## config.mk

```make
export PLATFORM = sky130hd
export DESIGN_NAME = cmp_iter
export DESIGN_NICKNAME = d
export VERILOG_FILES = /design/src/rtl/cmp_iter.sv
export SDC_FILE = /design/constraint.sdc
export NUM_CORES = 1
export LEC_CHECK = 0
export CAP_MARGIN = 20
export CORE_MARGIN = 3
export CORE_UTILIZATION = 50
export DETAILED_ROUTE_END_ITERATION = 8
export PLACE_DENSITY = 0.79
export SYNTH_ARGS = -nofsm -noshare
export SYNTH_HDL_FRONTEND = slang
export SYNTH_SLANG_ARGS = --single-unit
```

## constraint.sdc

```tcl
create_clock -name clk -period 3.1 [get_ports clk]
set_clock_uncertainty 0.05 [all_clocks]
set_input_delay 0.62 -clock clk [delete_from_list [all_inputs] [get_ports clk]]
set_output_delay 0.62 -clock clk [all_outputs]
set_load 0.1 [all_outputs]
```

## src/rtl/cmp_iter.sv

```systemverilog
// Iterative branch/compare unit: scans two operands MSB-first,
// CHUNK bits per cycle, exits early on the first differing chunk.
module cmp_iter #(
  parameter int WIDTH = 32,
  parameter int CHUNK = 8
) (
  input  logic             clk,
  input  logic             rst,
  input  logic             in_valid,
  output logic             in_ready,
  input  logic [WIDTH-1:0] a,
  input  logic [WIDTH-1:0] b,
  input  logic [2:0]       ctrl,
  output logic             out_valid,
  input  logic             out_ready,
  output logic             c,
  output logic             eq,
  output logic             lt
);

  localparam int NCHUNK = WIDTH / CHUNK;
  localparam int CW = (NCHUNK > 1) ? $clog2(NCHUNK) : 1;
  localparam logic [CW-1:0] LAST = CW'(NCHUNK - 1);
  localparam logic [WIDTH-1:0] MSB_M = {1'b1, {(WIDTH-1){1'b0}}};

  typedef enum logic [1:0] {
    S_IDLE,
    S_SCAN,
    S_DONE
  } state_t;

  state_t r_state;
  state_t w_state_n;

  logic [CW-1:0]    r_cnt;
  logic [WIDTH-1:0] r_a;
  logic [WIDTH-1:0] r_b;
  logic [2:0]       r_ctrl;
  logic             r_c;
  logic             r_eq;
  logic             r_lt;

  logic             w_accept;
  logic             w_signed;
  logic [WIDTH-1:0] w_flip;
  logic [CW-1:0]    w_sel;
  logic [CHUNK-1:0] w_ca;
  logic [CHUNK-1:0] w_cb;
  logic             w_diff;
  logic             w_last;
  logic             w_fin;
  logic             w_eq_n;
  logic             w_lt_n;
  logic             w_c_n;

  assign in_ready  = (r_state == S_IDLE);
  assign out_valid = (r_state == S_DONE);
  assign c  = r_c;
  assign eq = r_eq;
  assign lt = r_lt;

  assign w_accept = in_ready && in_valid;
  // Signed compare: flipping both sign bits maps it onto unsigned order
  assign w_signed = (ctrl[2:1] == 2'b10);
  assign w_flip   = w_signed ? MSB_M : '0;

  assign w_sel  = LAST - r_cnt;
  assign w_diff = (w_ca != w_cb);
  assign w_last = (r_cnt == LAST);
  assign w_fin  = (r_state == S_SCAN) && (w_diff || w_last);
  assign w_eq_n = ~w_diff;
  assign w_lt_n = w_diff && (w_ca < w_cb);

  // Select the chunk under scan, counting down from the MSB end
  always_comb begin
    w_ca = '0;
    w_cb = '0;
    for (int i = 0; i < NCHUNK; i++) begin
      if (w_sel == CW'(i)) begin
        w_ca = r_a[i*CHUNK +: CHUNK];
        w_cb = r_b[i*CHUNK +: CHUNK];
      end
    end
  end

  // Map the scan outcome onto the requested branch condition
  always_comb begin
    w_c_n = 1'b0;
    case (r_ctrl)
      3'b000:  w_c_n = w_eq_n;
      3'b001:  w_c_n = ~w_eq_n;
      3'b100:  w_c_n = w_lt_n;
      3'b101:  w_c_n = ~w_lt_n;
      3'b110:  w_c_n = w_lt_n;
      3'b111:  w_c_n = ~w_lt_n;
      default: w_c_n = 1'b0;
    endcase
  end

  // Next-state logic for the IDLE/SCAN/DONE sequence
  always_comb begin
    w_state_n = r_state;
    case (r_state)
      S_IDLE:  if (in_valid) w_state_n = S_SCAN;
      S_SCAN:  if (w_fin) w_state_n = S_DONE;
      S_DONE:  if (out_ready) w_state_n = S_IDLE;
      default: w_state_n = S_IDLE;
    endcase
  end

  // State register
  always_ff @(posedge clk) begin
    if (rst) r_state <= S_IDLE;
    else     r_state <= w_state_n;
  end

  // Operand capture, scan counter and result registers
  always_ff @(posedge clk) begin
    if (rst) begin
      r_cnt  <= '0;
      r_a    <= '0;
      r_b    <= '0;
      r_ctrl <= '0;
      r_c    <= 1'b0;
      r_eq   <= 1'b0;
      r_lt   <= 1'b0;
    end else begin
      if (w_accept) begin
        r_a    <= a ^ w_flip;
        r_b    <= b ^ w_flip;
        r_ctrl <= ctrl;
        r_cnt  <= '0;
      end
      if (r_state == S_SCAN) begin
        if (w_fin) begin
          r_c  <= w_c_n;
          r_eq <= w_eq_n;
          r_lt <= w_lt_n;
        end else begin
          r_cnt <= r_cnt + 1'b1;
        end
      end
    end
  end

endmodule

```

======== Word-level counts from Yosys, hierarchy flattened ========
Cells that the tools add are included.
storage, ports and cells
  bits in registers ....................... 74
  input bits .............................. 71
  output and inout port bits .............. 5
  word-level logic and storage cells ...... 59
cells by class
  add/subtract/negate cells ............... 2
  $lt $le $gt $ge ......................... 1
  equal/unequal tests ..................... 16
  multiplexer cells ....................... 17
  bitwise gates (word level) .............. 4
  reduce and logical (&&, ||, !) cells .... 11
operator list
  kind                                                                      number
  8-bit two-way mux                                                         8
  32-bit XOR                                                                2
  32-bit two-way mux                                                        1
  3-bit == test (second input constant)                                     4
  2-bit two-way mux                                                         6
  2-bit == test (second input constant)                                     5
  8-bit < comparator                                                        1
  8-bit inequality test                                                     1
  2-bit one-hot mux with 3 select lines                                     1
  2-bit by 1-bit == test with 1-bit output (second input constant)          2
  2-bit zero test                                                           2
  2-bit inequality test (second input constant)                             2
  1-bit one-hot mux with 4 select lines                                     1
  2-bit OR reduction                                                        2
  3-bit by 1-bit == test with 1-bit output (second input constant)          1
  1-bit logical AND                                                         3
  3-bit zero test                                                           1
  3-bit AND reduction                                                       1
  2-bit by 1-bit adder with 2-bit output (second input constant)            1
  2-bit by 1-bit inequality test with 1-bit output (second input constant)  1
  1-bit inverter                                                            2
  2-bit AND reduction                                                       1
  2-bit subtractor (first input constant)                                   1
  1-bit logical OR                                                          1

======== Logic depth before layout (Yosys ltp) ========
  word-level depth ........................ 11
  depth in mapped cells ................... 14
  mapped depth without buffers ............ 13

======== Least setup slack after synthesis ========
No wires, ideal clock.
  path type ............................... register to register
  from .................................... register r_cnt[0]
  to ...................................... register r_cnt[0]
  library setup time ...................... 0.128 ns
  data arrival time ....................... 2.439 ns
  data required time ...................... 2.922 ns
  setup slack ............................. 0.484 ns
  stages on the path, launching flop included .. 15
  path buffers ............................ 1
  clock period less this slack ............ 2.616 ns
  cells stage by stage .................... dfxtp_1 inv_1 ha_1 clkbuf_1 nand3b_1 a21oi_1 a21oi_1 nor2_1 a21oi_1 ha_1 nand4_2 or2_4 nor3b_4 mux2i_1 nor2_1
on the way
  cells in the longest elaborated chain, start to end .. 11
  elaborated cells between the ends (all ways) .. 21
  those cells by class .................... add/sub (2); eq/ne (5); mux (11); reduce/logical (3)
RTL lines
  element                          RTL line  text
  from (decl)                      35        logic [CW-1:0] r_cnt;
  from (signal assigned)           140       r_cnt <= r_cnt + 1'b1;
  2-bit subtractor                 67        assign w_sel = LAST - r_cnt;
  2-bit zero test                  79        if (w_sel == CW'(i)) begin
  8-bit two-way mux (4 in series)  79
  8-bit inequality test            68        assign w_diff = (w_ca != w_cb);
  1-bit logical OR                 70        assign w_fin = (r_state == S_SCAN) && (w_diff || w_last);
  1-bit logical AND                70
  2-bit two-way mux                135       if (w_fin) begin
  2-bit two-way mux (*)            134       if (r_state == S_SCAN) begin
Every way passes the cells marked *; elsewhere a longest branch is shown, timed or not.
A chain may end at the register's enable or synchronous reset.

======== Worst setup path in the final report ========
  from .................................... register r_cnt[0]
  to ...................................... register r_c (netlist: c)
on the way
  cells in the longest elaborated chain, start to end .. 10
  elaborated cells between the ends (all ways) .. 23
  those cells by class .................... add/sub (1); order compare (1); eq/ne (5); mux (9); bitwise (2); reduce/logical (5)
RTL lines
  element                                                                       RTL line    text
  2-bit subtractor                                                              67
  2-bit zero test                                                               79
  8-bit two-way mux (4 in series)                                               79
  8-bit < comparator or 8-bit inequality test (tied branches)                   72, 68
  1-bit logical AND or 1-bit logical OR (tied branches)                         72, 70
  1-bit inverter or 1-bit logical AND (tied branches)                           93, 95, 70
  1-bit one-hot mux with 4 select lines or 2-bit AND reduction (tied branches)  n/a
  to (signal assigned)                                                          136         r_c <= w_c_n;
  to (decl)                                                                     39          logic r_c;
Parallel ways exist; a longest one is shown, timed or not.

==> tab_implementation.tex <==
\begin{tabular}{lr}
\hline
Metric & Value \\
\hline
\multicolumn{2}{l}{\textbf{Setup path}} \\
\quad Most used cell along the critical path & a21oi\_1 \\
\quad Crit-path slowest cell & a2111oi\_0 \\
\quad Endpoint of the most critical register-to-register path & c\$\_SDFFE\_PP0P\_ \\
\quad Slack of the worst reg-to-reg path & 0.21 ns \\
\quad Critical path capture point type & flip-flop \\
\quad Cell Chain, Critical Path & inv\_1 -> ha\_1 -> buf\_12 -> nand3b\_1 -> a21oi\_1 -> a21oi\_1 -> nor2\_1 -> a21oi\_1 -> ha\_1 -> nand2b\_1 -> a2111oi\_0 -> o31a\_2 -> a21oi\_1 -> o311a\_1 \\
\quad Worst reg-to-reg path cell count & 14 \\
\quad Element type at the critical path start & flip-flop \\
\quad Data arrival at the endpoint of the critical path & 3.07 ns \\
\quad Highest net fanout along the worst path & 32 \\
\quad Kind of critical path & flip-flop to flip-flop \\
\quad Startpoint of the most critical register-to-register path & r\_cnt[0]\$\_SDFF\_PP0\_ \\
\quad Maximum single-stage delay on the critical path & 0.52 ns \\
\quad Required arrival time at the worst endpoint & 3.28 ns \\
\multicolumn{2}{l}{\textbf{Clock network}} \\
\quad Total CTS buffers & 9 \\
\quad Clock transition time at the flip-flop clock pins of the worst setup and hold paths & 0.07 ns \\
\quad CTS root buf & clkbuf\_8 \\
\quad Sink count of the clock tree & 74 \\
\quad CTS tree & done \\
\quad Clock Path Buffers & 2 \\
\quad Number of levels in the clock H-tree & 3 \\
\quad Clock latency on the worst-skew pair & 0.34 ns \\
\multicolumn{2}{l}{\textbf{Logic synthesis}} \\
\quad Main flop type after synthesis & dfxtp\_1 \\
\quad XOR/XNOR share of the synthesized area & 0.506\% \\
\quad Largest family of logic cells by synthesized area & simple AND/OR/NAND/NOR gates \\
\quad Syn\_area\_per\_cell & 7.39 µm² \\
\quad Sequential element share of the synthesized area & 42.8\% \\
\quad Adder-Cell Fraction of Synth Area & 4.34\% \\
\quad Warnings, synthesis & 0 \\
\quad Multiplexer share of the synthesized area & 1.16\% \\
\quad Netlist area before placement & 3460 µm² \\
\quad FFs w/ async S/R, synth & 0\% \\
\quad Number of unique standard cell types used by synthesis & 35 \\
\quad Count of flip-flops with a built-in enable after synthesis & 0 \\
\quad Synth Net Count & 551 \\
\quad Share of synthesized cell area in and, or, nand and nor gates & 26.0\% \\
\quad Cells after synthesis & 468 \\
\quad Complex-gate fraction of the synthesized area & 20.4\% \\
\quad Number of synthesized register bits & 74 \\
\multicolumn{2}{l}{\textbf{Final layout}} \\
\quad Post-layout nets & 612 \\
\quad Finished Cell Area & 4460 µm² \\
\quad Post-layout utilization of the core & 68.3\% \\
\quad Fraction of final layout cells sized beyond drive strength 1 & 7.71\% \\
\quad Antenna fix cells & 0 \\
\quad Fillcell total & 567 \\
\quad Area added between synthesis and finish & 29.0\% \\
\multicolumn{2}{l}{\textbf{Floorplan}} \\
\quad Core footprint & 6530 µm² \\
\quad IO Pins & 76 \\
\quad Die height & 89.2 µm \\
\quad Die Width & 89.2 µm \\
\quad Row count & 29 \\
\quad Initial Util & 53.0\% \\
\quad Total Die Area & 7950 µm² \\
\multicolumn{2}{l}{\textbf{Power and ir drop}} \\
\quad Leakage dissipation & 1.60 nW \\
\quad Power density over the cells & 517 nW/µm² \\
\quad Max VDD drop & 0.000354 V \\
\multicolumn{2}{l}{\textbf{STA}} \\
\quad Final critical path time including I/O delays and setup & 2.89 ns \\
\quad Tightest Pin Transition & 0.648 ns \\
\quad Number of max-slew violations in the final report & 0 \\
\quad Crit share post-route & 93.4\% \\
\quad Crit path setup slack, layout & 0.205 ns \\
\quad Fmax achieved & 0.345 GHz \\
\quad Setup repair after global routing missed its margin & false \\
\quad Setup violation total in the final timing report & 0 \\
\quad Sum of negative setup slack & 0 ns \\
\quad Final-report hold violation count & 0 \\
\quad Worst max-slew margin expressed relative to the limit & 56.7\% \\
\multicolumn{2}{l}{\textbf{Placement}} \\
\quad Number of buffers added on ports & 75 \\
\quad HPWL Detailed & 6120 µm \\
\quad Worst setup timing slack at the placement stage & 0.131 ns \\
\quad Placer Congestion & 0.826 \\
\quad Placed inst area & 4250 µm² \\
\multicolumn{2}{l}{\textbf{Worst hold path}} \\
\quad Worst min-delay path endpoint & r\_b[7]\$\_SDFFE\_PP0P\_ \\
\quad Beginning of the worst hold path & r\_b[7]\$\_SDFFE\_PP0P\_ \\
\quad Classification of the worst-slack hold path & flip-flop to flip-flop \\
\quad Hold Crit Depth & 2 \\
\multicolumn{2}{l}{\textbf{GRT}} \\
\quad Antenna violations before repair & 0 \\
\quad Largest net degree at the start of global routing & 46 \\
\quad Global-route wire length before repair & 14100 µm \\
\quad Via count of the first global-routing pass & 3089 \\
\quad GR Util All Layers & 22.7\% \\
\quad Gr ovfl total & 0 \\
\multicolumn{2}{l}{\textbf{Routing}} \\
\quad DRC violation count after routing & 0 \\
\quad Antenna Nets Post-Route & 0 \\
\quad Average routed wire per standard cell & 14.0 µm \\
\quad Initial DRC Count & 146 \\
\quad Number of vias after detailed routing & 3262 \\
\quad Via-per-instance ratio & 5.36 \\
\quad Total wire length after detailed routing & 8550 µm \\
\quad Number of iterations in the first detailed-routing pass & 4 \\
\multicolumn{2}{l}{\textbf{Run status}} \\
\quad Result of the run & finished clean \\
\multicolumn{2}{l}{\textbf{Job}} \\
\quad Max\_cap viols & 0 \\
\hline
\end{tabular}
area by class of cell:
cell class	count	area, µm²	share of cell area [%]
Clock buffer	12	155	3.48
Clock inverter	2	37.5	0.841
Inverter	4	15.0	0.337
Multi-Input combinational cell	356	1820	40.9
Sequential cell	74	1480	33.2
Tap cell	77	96.3	2.16
Timing Repair Buffer	84	851	19.1
worst max-delay path by stage:
stage                         from  slack (ns)                  end  cells past startpoint
2_1_floorplan  r_cnt[0]$_SDFF_PP0_        0.48  r_cnt[0]$_SDFF_PP0_                     14
6_report       r_cnt[0]$_SDFF_PP0_        0.21       c$_SDFFE_PP0P_                     14
5_1_grt        r_cnt[0]$_SDFF_PP0_        0.01  r_cnt[1]$_SDFF_PP0_                     14
4_1_cts        r_cnt[0]$_SDFF_PP0_        0.11  r_cnt[0]$_SDFF_PP0_                     12
3_3_place_gp   r_cnt[0]$_SDFF_PP0_        0.21  r_cnt[1]$_SDFF_PP0_                     12
3_5_place_dp   r_cnt[0]$_SDFF_PP0_        0.13       c$_SDFFE_PP0P_                     12
where the power goes:
| part | internal [W] | leakage, nW | switching, W |
|---|---|---|---|
| clock network | 0.000408 | 0.0946 | 0.000333 |
| registers | 0.00103 | 0.608 | 0.0000468 |
| logic | 0.000215 | 0.902 | 0.000279 |
state kept, by name (all words and copies together), names as in the netlist:
register and flops:
r_a 32, r_b 32, r_ctrl 3, r_cnt 2, r_state 2, c 1
eq 1, lt 1
stage by stage:
step	cells	hold WS (ns)	power, W
final	609	0.408	0.00231
after global routing	609	0.426	0.00241
after CTS	608	0.409	0.00232
after detailed placement	594	0.399	0.00159
after global placement	594	0.392	0.00157
after floorplan	468	0.382	0.00141
repair_timing:
item | 4_1_cts | 5_1_grt
setup endpoints to repair | 0 | 4
hold buffers | 0 | 0
buffers inserted | 0 | 1
hold endpoints to repair | 0 | 0
gates resized for setup | 0 | 3
layout by cell type (no fill, tap or decap), types with 2 or more instances in the layout:
cell type        synthesis  final
a211oi_2                 2      2
a21oi_1                110    109
buf_12                   0      4
buf_4                    1     10
clkbuf_8                 0     11
clkdlybuf4s50_1          0     69
dfxtp_1                 74     73
ha_1                    12     11
inv_1                    4      4
mux2i_1                  4      4
nand2_1                157    156
nand2b_1                 4      4
nand3b_1                16     16
nor2_1                  19     19
nor2b_1                  2      2
o21a_1                   2      2
o21ai_1                  8      8
xnor2_1                  2      2
worst max-delay path, delay by kind of cell (launching register included):
kind	cells	cell delay [ns]
simple gates	3	0.40
compound gates	7	1.19
fa+ha+maj	2	0.54
buf+inv	2	0.24
flops	1	0.35
logic make-up after synthesis:
| kind of cell | Yosys count |
|---|---|
| and+or+nand+nor | 207 |
| AOI/OAI and AO/OA | 131 |
| DFF | 74 |
| buffers and inverters | 38 |
| adders and majority gates | 12 |
| muxes | 4 |
| xor gates and xnor gates | 2 |
layer usage:
metal	track usage, %	share of wire [%]	vias to the layer above
met3	3.78	5.4	12
met4	8.25	1.5	0
met1	29.3	44	1486
met5	0	0	-
met2	38.0	49	85
li1	-	-	1679
cell usage after synthesis, types with 2 or more instances:
| cell type | n | area (µm²) |
|---|---|---|
| a211oi_2 | 2 | 25.0 |
| a21oi_1 | 110 | 551 |
| buf_2 | 14 | 70.1 |
| clkbuf_1 | 19 | 71.3 |
| dfxtp_1 | 74 | 1480 |
| ha_1 | 12 | 150 |
| inv_1 | 4 | 15.0 |
| mux2i_1 | 4 | 40.0 |
| nand2_1 | 157 | 589 |
| nand2b_1 | 4 | 25.0 |
| nand3b_1 | 16 | 120 |
| nor2_1 | 19 | 71.3 |
| nor2b_1 | 2 | 12.5 |
| o21a_1 | 2 | 15.0 |
| o21ai_1 | 8 | 40.0 |
| xnor2_1 | 2 | 17.5 |
(Power assumes the default switching activity.)
